`config.mk`:
```
export PLATFORM = sky130hd
export DESIGN_NAME = sudoku_check_sequencer
export DESIGN_NICKNAME = d
export VERILOG_FILES = /design/src/rtl/sudoku_pkg.sv /design/src/rtl/sudoku_unit_addr.sv /design/src/rtl/sudoku_check_sequencer.sv
export SDC_FILE = /design/constraint.sdc
export NUM_CORES = 1
export LEC_CHECK = 0
export CAP_MARGIN = 5
export CORE_MARGIN = 3
export CORE_UTILIZATION = 60
export CTS_CLUSTER_SIZE = 8
export DETAILED_ROUTE_END_ITERATION = 10
export PLACE_DENSITY = 0.91
export SLEW_MARGIN = 20
export SYNTH_ARGS = -nofsm -noshare
export SYNTH_HDL_FRONTEND = slang
export SYNTH_HIERARCHICAL = 1
export SYNTH_SLANG_ARGS = --single-unit
```
`constraint.sdc`:
```
create_clock -name clk -period 7.6 [get_ports clk]
set_input_delay 1.52 -clock clk [delete_from_list [all_inputs] [get_ports clk]]
set_output_delay 1.52 -clock clk [all_outputs]
set_load 0.005 [all_outputs]
```
`src/rtl/sudoku_pkg.sv`:
```
// Shared Sudoku constants, cell/index/unit types and small arithmetic helpers
// used by the check sequencer and the unit address mapper.
package sudoku_pkg;

    localparam int GRID_N          = 9;
    localparam int BOX_N           = 3;
    localparam int UNIT_CNT        = 27;
    localparam int CELLS_PER_CHECK = 243;

    typedef logic [3:0] cell_t;
    typedef logic [3:0] idx_t;
    typedef logic [4:0] unit_t;

    typedef enum logic [1:0] {
        UNIT_ROW,
        UNIT_COL,
        UNIT_BOX
    } unit_kind_e;

    function automatic unit_kind_e unit_kind(input unit_t u);
        if (u < 5'd9) begin
            return UNIT_ROW;
        end else if (u < 5'd18) begin
            return UNIT_COL;
        end
        return UNIT_BOX;
    endfunction

    // Indices here never exceed 8, so a comparison ladder replaces a divider.
    function automatic logic [1:0] div3(input idx_t x);
        if (x < 4'd3) begin
            return 2'd0;
        end else if (x < 4'd6) begin
            return 2'd1;
        end
        return 2'd2;
    endfunction

    function automatic logic [1:0] mod3(input idx_t x);
        case (x)
            4'd0, 4'd3, 4'd6: return 2'd0;
            4'd1, 4'd4, 4'd7: return 2'd1;
            default:          return 2'd2;
        endcase
    endfunction

endpackage

```
`src/rtl/sudoku_unit_addr.sv`:
```
// Maps (unit, cell index) to the grid (row, col) visited for that unit.
// Purely combinational so the solver hint logic can share it.
module sudoku_unit_addr
    import sudoku_pkg::*;
(
    input  logic [4:0] unit_i,
    input  logic [3:0] k_i,
    output logic [3:0] row_o,
    output logic [3:0] col_o
);

    idx_t       box_idx;
    logic [1:0] box_q3;
    logic [1:0] box_r3;
    logic [1:0] k_q3;
    logic [1:0] k_r3;

    // Low-nibble subtraction is exact because the results stay within 0..8.
    assign box_idx = unit_i[3:0] - 4'd2;
    assign box_q3  = div3(box_idx);
    assign box_r3  = mod3(box_idx);
    assign k_q3    = div3(k_i);
    assign k_r3    = mod3(k_i);

    always_comb begin
        row_o = '0;
        col_o = '0;
        case (unit_kind(unit_i))
            UNIT_ROW: begin
                row_o = unit_i[3:0];
                col_o = k_i;
            end
            UNIT_COL: begin
                row_o = k_i;
                col_o = unit_i[3:0] - 4'd9;
            end
            default: begin
                row_o = {2'b00, box_q3} + {1'b0, box_q3, 1'b0} + {2'b00, k_q3};
                col_o = {2'b00, box_r3} + {1'b0, box_r3, 1'b0} + {2'b00, k_r3};
            end
        endcase
    end

endmodule

```
`src/rtl/sudoku_check_sequencer.sv`:
```
// Walks all 27 Sudoku units one cell read per cycle, checks each returned value
// against a per-unit digit mask and latches the first illegal cell found.
module sudoku_check_sequencer
    import sudoku_pkg::*;
#(
    parameter bit ALLOW_EMPTY = 1'b1,
    parameter bit STOP_ON_ERR = 1'b0
) (
    input  logic       clk,
    input  logic       rst,
    input  logic       start,
    input  logic       abort,
    output logic       rd_en,
    output logic [3:0] rd_row,
    output logic [3:0] rd_col,
    input  logic [3:0] rd_data,
    output logic       busy,
    output logic       done,
    output logic       err,
    output logic [4:0] err_unit,
    output logic [3:0] err_row,
    output logic [3:0] err_col
);

    typedef enum logic [1:0] {S_IDLE, S_RUN, S_DRAIN, S_DONE} state_e;

    state_e     state_q;
    unit_t      u_q, u_d, chk_u_q, err_unit_q;
    idx_t       k_q, k_d, chk_k_q;
    idx_t       rd_row_q, rd_col_q, chk_row_q, chk_col_q, err_row_q, err_col_q;
    idx_t       map_row, map_col;
    logic       rd_en_q, chk_vld_q, busy_q, done_q, err_q;
    logic [8:0] mask_q, mask_base, mask_d, digit_hot;
    logic       last_rd, bad, stop;

    // Counters always describe the read currently on the bus; u_d/k_d is the next one.
    always_comb begin
        u_d = u_q;
        k_d = k_q;
        if (state_q == S_IDLE || state_q == S_DONE) begin
            u_d = '0;
            k_d = '0;
        end else if (k_q == 4'd8) begin
            k_d = '0;
            u_d = u_q + 5'd1;
        end else begin
            k_d = k_q + 4'd1;
        end
    end

    sudoku_unit_addr u_addr (
        .unit_i (u_d),
        .k_i    (k_d),
        .row_o  (map_row),
        .col_o  (map_col)
    );

    generate
        for (genvar gi = 0; gi < GRID_N; gi++) begin : g_digit
            assign digit_hot[gi] = (rd_data == 4'(gi + 1));
        end
    endgenerate

    assign last_rd   = (u_q == 5'(UNIT_CNT - 1)) && (k_q == 4'(GRID_N - 1));
    assign mask_base = (chk_k_q == '0) ? '0 : mask_q;
    assign mask_d    = mask_base | digit_hot;
    assign bad       = chk_vld_q && ((rd_data > 4'd9) ||
                                     ((rd_data == '0) && !ALLOW_EMPTY) ||
                                     (|(mask_base & digit_hot)));
    assign stop      = STOP_ON_ERR && bad;

    always_ff @(posedge clk) begin
        if (rst) begin
            state_q    <= S_IDLE;
            u_q        <= '0;
            k_q        <= '0;
            rd_en_q    <= 1'b0;
            rd_row_q   <= '0;
            rd_col_q   <= '0;
            chk_vld_q  <= 1'b0;
            chk_u_q    <= '0;
            chk_k_q    <= '0;
            chk_row_q  <= '0;
            chk_col_q  <= '0;
            mask_q     <= '0;
            busy_q     <= 1'b0;
            done_q     <= 1'b0;
            err_q      <= 1'b0;
            err_unit_q <= '0;
            err_row_q  <= '0;
            err_col_q  <= '0;
        end else begin
            case (state_q)
                S_IDLE, S_DONE: begin
                    if (start) begin
                        state_q    <= S_RUN;
                        busy_q     <= 1'b1;
                        done_q     <= 1'b0;
                        err_q      <= 1'b0;
                        err_unit_q <= '0;
                        err_row_q  <= '0;
                        err_col_q  <= '0;
                        mask_q     <= '0;
                        chk_vld_q  <= 1'b0;
                        rd_en_q    <= 1'b1;
                        rd_row_q   <= map_row;
                        rd_col_q   <= map_col;
                        u_q        <= u_d;
                        k_q        <= k_d;
                    end
                end
                S_RUN, S_DRAIN: begin
                    if (abort) begin
                        state_q    <= S_IDLE;
                        busy_q     <= 1'b0;
                        done_q     <= 1'b0;
                        rd_en_q    <= 1'b0;
                        chk_vld_q  <= 1'b0;
                        mask_q     <= '0;
                        u_q        <= '0;
                        k_q        <= '0;
                        err_q      <= 1'b0;
                        err_unit_q <= '0;
                        err_row_q  <= '0;
                        err_col_q  <= '0;
                    end else begin
                        if (chk_vld_q) begin
                            mask_q <= mask_d;
                        end
                        if (bad && !err_q) begin
                            err_q      <= 1'b1;
                            err_unit_q <= chk_u_q;
                            err_row_q  <= chk_row_q;
                            err_col_q  <= chk_col_q;
                        end
                        chk_u_q   <= u_q;
                        chk_k_q   <= k_q;
                        chk_row_q <= rd_row_q;
                        chk_col_q <= rd_col_q;
                        if (state_q == S_RUN) begin
                            // On an early stop the read already in flight is dropped.
                            chk_vld_q <= !stop;
                            if (stop || last_rd) begin
                                state_q <= S_DRAIN;
                                rd_en_q <= 1'b0;
                            end else begin
                                rd_en_q  <= 1'b1;
                                rd_row_q <= map_row;
                                rd_col_q <= map_col;
                                u_q      <= u_d;
                                k_q      <= k_d;
                            end
                        end else begin
                            state_q   <= S_DONE;
                            chk_vld_q <= 1'b0;
                            busy_q    <= 1'b0;
                            done_q    <= 1'b1;
                        end
                    end
                end
                default: state_q <= S_IDLE;
            endcase
        end
    end

    assign rd_en    = rd_en_q;
    assign rd_row   = rd_row_q;
    assign rd_col   = rd_col_q;
    assign busy     = busy_q;
    assign done     = done_q;
    assign err      = err_q;
    assign err_unit = err_unit_q;
    assign err_row  = err_row_q;
    assign err_col  = err_col_q;

endmodule

```
-- Word-level counts from Yosys, hierarchy flattened
Index checks and enable logic that the tools add are counted.
- output and inout bits: 25
- input bits: 8
- bits in registers: 63
- word-level logic and storage cells: 179
- reduce and logical (&&, ||, !) cells: 26
- bitwise operators: 3
- mux-type cells: 82
- $lt $le $gt $ge: 7
- add/subtract/negate cells: 8
- equal/unequal tests: 35
- operators by type and width (kind ; number):
    4-bit two-way mux ; 19
    4-bit one-hot mux with 2 select lines ; 7
    5-bit two-way mux ; 9
    4-bit by 3-bit equality test with 1-bit output, second input constant ; 10
    9-bit two-way mux ; 4
    2-bit two-way mux ; 13
    5-bit one-hot mux with 2 select lines ; 2
    1-bit two-way mux ; 19
    9-bit one-hot mux with 2 select lines ; 1
    4-bit by 2-bit equality test with 1-bit output, second input constant ; 4
    3-bit inequality test, second input constant ; 5
    4-bit by 1-bit equality test with 1-bit output, second input constant ; 3
    4-bit equality test, second input constant ; 3
    4-bit logical NOT ; 3
    2-bit one-hot mux with 2 select lines ; 3
    2-bit AND reduction ; 6
    3-bit OR reduction ; 4
    1-bit one-hot mux with 2 select lines ; 5
    9-bit bitwise AND ; 1
    9-bit bitwise OR ; 1
    9-bit OR reduction ; 1
    2-bit by 3-bit adder with 4-bit output ; 2
    4-bit by 2-bit adder with 4-bit output ; 2
    4-bit by 2-bit < comparator with 1-bit output, second input constant ; 2
    21 further kinds ; 32

-- Longest topological paths before layout
- word-level depth: 15
- depth in mapped cells: 21
- depth with buffers taken out: 19

-- Modules after synthesis
Netlist, hierarchy kept.
- modules (own cells, without submodules) (module ; seq. area each (um^2) ; times used ; area each (um^2) ; cells each):
    sudoku_check_sequencer ; 1261.2 ; 1 ; 2927.8 ; 346
    sudoku_unit_addr ; 0.0 ; 1 ; 705.7 ; 95

-- Worst setup path after synthesis
Ideal clock, no wire load.
- kind: register to register
- start: register k_q[0]
- end: register rd_col_q[3], in the netlist rd_col[3]
- arrival time: 3.870 ns
- path buffers: 2
- cell stages (with the launch flop): 19
- setup slack: 3.603 ns
- data required time: 7.472 ns
- period minus slack after synthesis: 3.997 ns
- setup time: 0.128 ns
- path through: dfxtp_1 inv_1 ha_1 and3b_1 clkbuf_1 a211oi_1 inv_1 ha_1 clkbuf_1 nor4b_1 o21ai_1 ha_1 ha_1 fa_1 nand3_1 o21ai_0 a211o_1 mux2i_1 nor2_1
- longest elaborated chain between the ends: 14
- elaborated cells between the ends (all ways): 45
- those cells by class: add/sub: 5; order compare: 2; eq/ne: 13; mux: 16; reduce/logical: 9
- ends and longest elaborated chain (what ; line ; source):
    start, declared ; sudoku_check_sequencer.sv:29 ; idx_t k_q, k_d, chk_k_q;
    start signal, assigned ; sudoku_check_sequencer.sv:109 ; k_q <= k_d;
    start signal, assigned ; sudoku_check_sequencer.sv:151 ; k_q <= k_d;
    4-bit equality test (*) ; sudoku_check_sequencer.sv:43 ; end else if (k_q == 4'd8) begin
    5-bit two-way mux (*) ; sudoku_check_sequencer.sv:43 ;
    5-bit two-way mux (*) ; sudoku_check_sequencer.sv:40 ; if (state_q == S_IDLE || state_q == S_DONE) begin
    net u_d[1] ; sudoku_check_sequencer.sv:28 ; unit_t u_q, u_d, chk_u_q, err_unit_q;
    4-bit by 2-bit subtractor with 4-bit output ; sudoku_unit_addr.sv:19 ; assign box_idx = unit_i[3:0] - 4'd2;
    4-bit by 1-bit equality test with 1-bit output, or another cell as far along ; sudoku_pkg.sv:40 ; case (x)
    3-bit OR reduction ; sudoku_pkg.sv:40 ;
    2-bit one-hot mux with 2 select lines ; sudoku_pkg.sv:40 ;
    2-bit by 3-bit adder with 4-bit output ; sudoku_unit_addr.sv:39 ; col_o = {2'b00, box_r3} + {1'b0, box_r3, 1'b0} + {2'b00, k_r3};
    4-bit by 2-bit adder with 4-bit output ; sudoku_unit_addr.sv:39 ;
    4-bit one-hot mux with 2 select lines (*) ; sudoku_unit_addr.sv:28 ; case (unit_kind(unit_i))
    net map_col[3] ; sudoku_check_sequencer.sv:31 ; idx_t map_row, map_col;
    4-bit two-way mux ; sudoku_check_sequencer.sv:143 ; if (stop || last_rd) begin
    4-bit two-way mux ; sudoku_check_sequencer.sv:140 ; if (state_q == S_RUN) begin
    4-bit two-way mux ; sudoku_check_sequencer.sv:113 ; if (abort) begin
    4-bit one-hot mux with 2 select lines (*) ; sudoku_check_sequencer.sv:93 ; case (state_q)
    end signal, assigned ; sudoku_check_sequencer.sv:107 ; rd_col_q <= map_col;
    end signal, assigned ; sudoku_check_sequencer.sv:149 ; rd_col_q <= map_col;
    end, declared ; sudoku_check_sequencer.sv:30 ; idx_t rd_row_q, rd_col_q, chk_row_q, chk_col_q, err_row_q, err_col_q;
Mark *: on every way through the listed nets, which the timed path passes. The rest lies on a longest branch. The select of a mux whose other input is x is not followed.
A chain may end at the register's enable or synchronous reset.

-- Worst setup path in the final report
Same ends and word-level chain as after synthesis.

==> run_results.csv <==
group,metric,value,unit
clock_network,cts_buffer_depth,2,
synth,synthMuxAreaShare,4.34,%
timing,hold_viol,0,
cells_and_area,layout.nets,486,
clock_network,clock_latency,0.34,ns
synth,synth_compound_area_share,21.9,%
pwr,p_leak,0.00142,uW
synth,yosysUniqueCellTypes,56,
pwr,netSwitchingFraction,31.0,%
flow_run,maxCapViolCount,0,
synth,synth-simple-area-share,21.2,%
grt,grt_pass1_vias,3036,
drt,route.detailed.drc,0,
cells_and_area,layout_common_cells,"63 x dfxtp_1, 57 x nand2_1, 41 x inv_1",
synth,yosysTopAreaCell,"dfxtp_1",
timing,rsz0062_at_grt,"no",
drt,wl_per_cell,15.0,um
grt,grt_pass1_wl,13600,um
timing,maxSlewViolCount,0,
pwr,combinationalPowerShare,20.1,%
synth,synth_top_area_share,34.7,%
placed_design,gp_congestion,0.948,
synth,ys_seq_area_share,34.7,%
worst_hold_path,min_path_type,"register to register",
timing,period_share,57.9,%
synth,synthTopCellsByArea,"dfxtp_1 35%, ha_1 6.5%, nand2_1 5.9%",
timing,setup_tns,0,ns
drt,routed_wl,8030,um
synth,syn_area_per_cell,8.24,um2
pwr,irDropWorstVdd,131,uV
clock_network,post_cts_resized,0,
placed_design,dp_slack,3.33,ns
clock_network,cts_tree,"built",
synth,syn_nets,470,
worst_hold_path,holdPathStages,2,
synth,ys_ff_latch,63,
grt,grtUsageTotal,23.4,%
synth,synth_top_family_by_area,"compound AO/OA/AOI/OAI gates",
timing,setup_viol,0,
timing,layout_setup_ws,3.20,ns
synth,synth_warnings,6,
clock_network,holdBufCountCts,0,
setup_path,path_max_fanout,8,
synth,ys.flop_type,"dfxtp_1",
cells_and_area,final_common_cell,"dfxtp_1",
floorplan,core,0.00568,mm2
floorplan,die_h,83.8,um
floorplan,start_util,64.0,%
cells_and_area,drive_above_1_share,9.09,%
pwr,seqPwrFrac,43.3,%
setup_path,critPathLaunchType,"register",
pwr,p_int,550,uW
timing,tightest_slew,0.871,ns
drt,drtAntennaViolNets,0,
setup_path,reg2regPathDepth,17,
clock_network,h-tree-depth,3,
synth,synth-edff-count,0,
setup_path,end_kind,"register",
clock_network,cts_buffers,9,
setup_path,cp.arrival,4.61,ns
synth,synth_xor_area_share,2.17,%
drt,drt-pass1-iter-count,5,
grt,antenna_found_initial,0,
setup_path,worstSetupPathType,"register to register",
pwr,p_clk_share,36.7,%
floorplan,dieArea,0.00703,mm2
synth,synth_async_sr_flop_share,0,%
drt,drtIter0Drc,208,
clock_network,clkTransAtPathRegs,0.07,ns
pwr,p_sw,247,uW
clock_network,numClockSinks,63,
timing,finClkSkew,0.00715,ns
synth,syn-instance-count,441,
timing,fmaxAchievable,227,MHz
floorplan,die_x,83.8,um
placed_design,dp_hpwl,5610,um
synth,synth_fa_ha_area_share,7.64,%
drt,via_per_inst,6.01,
pwr,p_per_area,193,mW/mm2
setup_path,required,7.81,ns
run_status,status,"finished, final reports clean",
clock_network,root_buffer,"clkbuf_8",
placed_design,port_buffers,32,
grt,grt_max_degree,63,
cells_and_area,areaGrowthSynthToFinish,13.4,%
cells_and_area,fill_cells,401,
synth,synth_area,0.00363,mm2
floorplan,rows,27,
timing,max_slew_margin,41.5,%
timing,period_minus_slack,4.40,ns
drt,vias,3209,
cells_and_area,num_antenna_cells,0,
grt,grt-ovfl-total,0,
floorplan,num_io_pins,33,
clock_network,cts_setup_buffers,0,
-- kinds of logic after synthesis --
group / Yosys count
AOI/OAI and AO/OA: 107
adders and majority gates: 21
and+or+nand+nor: 155
buffers and inverters: 71
muxes: 15
xor gates and xnor gates: 9
DFF: 63
-- metrics by stage --
step                      util, %  cell area [um2]  hold WS, ns  cells  total power [uW]
after global routing         72.6             4120        0.481    534               828
final                        72.6             4120        0.458    534               797
after floorplan                 -             3630        0.428    441               472
after CTS                    72.6             4120        0.461    534               797
after detailed placement     69.1             3920        0.451    518               508
after global placement       69.0             3920        0.438    518               505
-- synthesized netlist by cell type (2+ instances only) --
| library cell | number |
|---|---|
| or3_1 | 3 |
| o311a_1 | 3 |
| xor2_1 | 4 |
| mux2i_1 | 12 |
| ha_1 | 19 |
| nor4b_1 | 3 |
| a21oi_1 | 40 |
| o32ai_1 | 4 |
| nand4_1 | 7 |
| buf_6 | 2 |
| o211ai_2 | 2 |
| nand2_1 | 57 |
| o221ai_1 | 2 |
| clkbuf_1 | 17 |
| nor2b_1 | 11 |
| nor3b_1 | 5 |
| inv_1 | 41 |
| fa_1 | 2 |
| xnor2_1 | 5 |
| o211ai_1 | 3 |
| nand3b_1 | 2 |
| o32ai_2 | 10 |
| nand2b_1 | 7 |
| o221a_1 | 2 |
| or2_2 | 3 |
| dfxtp_1 | 63 |
| nor2_1 | 35 |
| buf_2 | 7 |
| o21ai_1 | 3 |
| and2b_1 | 2 |
| nand4b_1 | 2 |
| a22oi_1 | 7 |
| nor3_1 | 10 |
| nand3_1 | 3 |
| mux2_2 | 2 |
| o21ai_0 | 14 |
| a21o_1 | 4 |
| a32oi_1 | 3 |
| buf_1 | 2 |
| a211oi_1 | 2 |
-- power groups by stage --
stage / clock network (uW) / registers [uW] / logic (uW)
6_report: 292 / 345 / 160
5_1_grt: 310 / 346 / 173
4_1_cts: 295 / 345 / 158
3_5_place_dp: 0 / 352 / 156
3_3_place_gp: 0 / 352 / 153
2_1_floorplan: 0 / 351 / 120
-- final cells by class --
| cell class | count | area, um2 | share of cell area [%] |
|---|---|---|---|
| Clock buffer | 11 | 141 | 3.43 |
| Clock inverter | 5 | 57.6 | 1.40 |
| Inverter | 42 | 158 | 3.83 |
| Multi-Input combinational cell | 307 | 2080 | 50.5 |
| Sequential cell | 63 | 1260 | 30.6 |
| Tap cell | 72 | 90.1 | 2.19 |
| Timing Repair Buffer | 34 | 330 | 8.02 |
-- routing by layer --
| layer | share of wire (%) | GRT usage, % | vias up |
|---|---|---|---|
| li1 | - | - | 1564 |
| met3 | 5.3 | 5.63 | 26 |
| met4 | 3.3 | 12.1 | 0 |
| met1 | 44 | 27.7 | 1510 |
| met2 | 48 | 39.0 | 109 |
| met5 | 0 | 0 | - |
-- sequential cells by signal, summed over array words and instances (netlist names), 5 cells and up --
signal / count
chk_u_q: 5
err_unit: 5
mask_q: 9
u_q: 5
-- worst max-delay path, cell delays in order, from the launching register on --
cell      delay (ns)
dfxtp_1         0.36
inv_1           0.09
ha_1            0.18
and3b_1         0.35
nor2_1          0.08
a211oi_1        0.60
inv_1           0.25
ha_1            0.46
nor4b_1         0.27
o21ai_1         0.11
ha_1            0.30
ha_1            0.21
fa_1            0.38
nand3_1         0.09
o21ai_0         0.08
a211o_1         0.27
mux2i_1         0.12
nor2_1          0.05
-- path summary, 6_finish.rpt --
kind / start / end / slack [ns]
min reg2reg: chk_row_q[3] / chk_row_q[3] / 0.46
min: chk_row_q[3] / chk_row_q[3] / 0.46
max reg2reg: k_q[0] / rd_col[3] / 3.20
max: k_q[0] / rd_col[3] / 3.20
(Power assumes the default switching activity.)
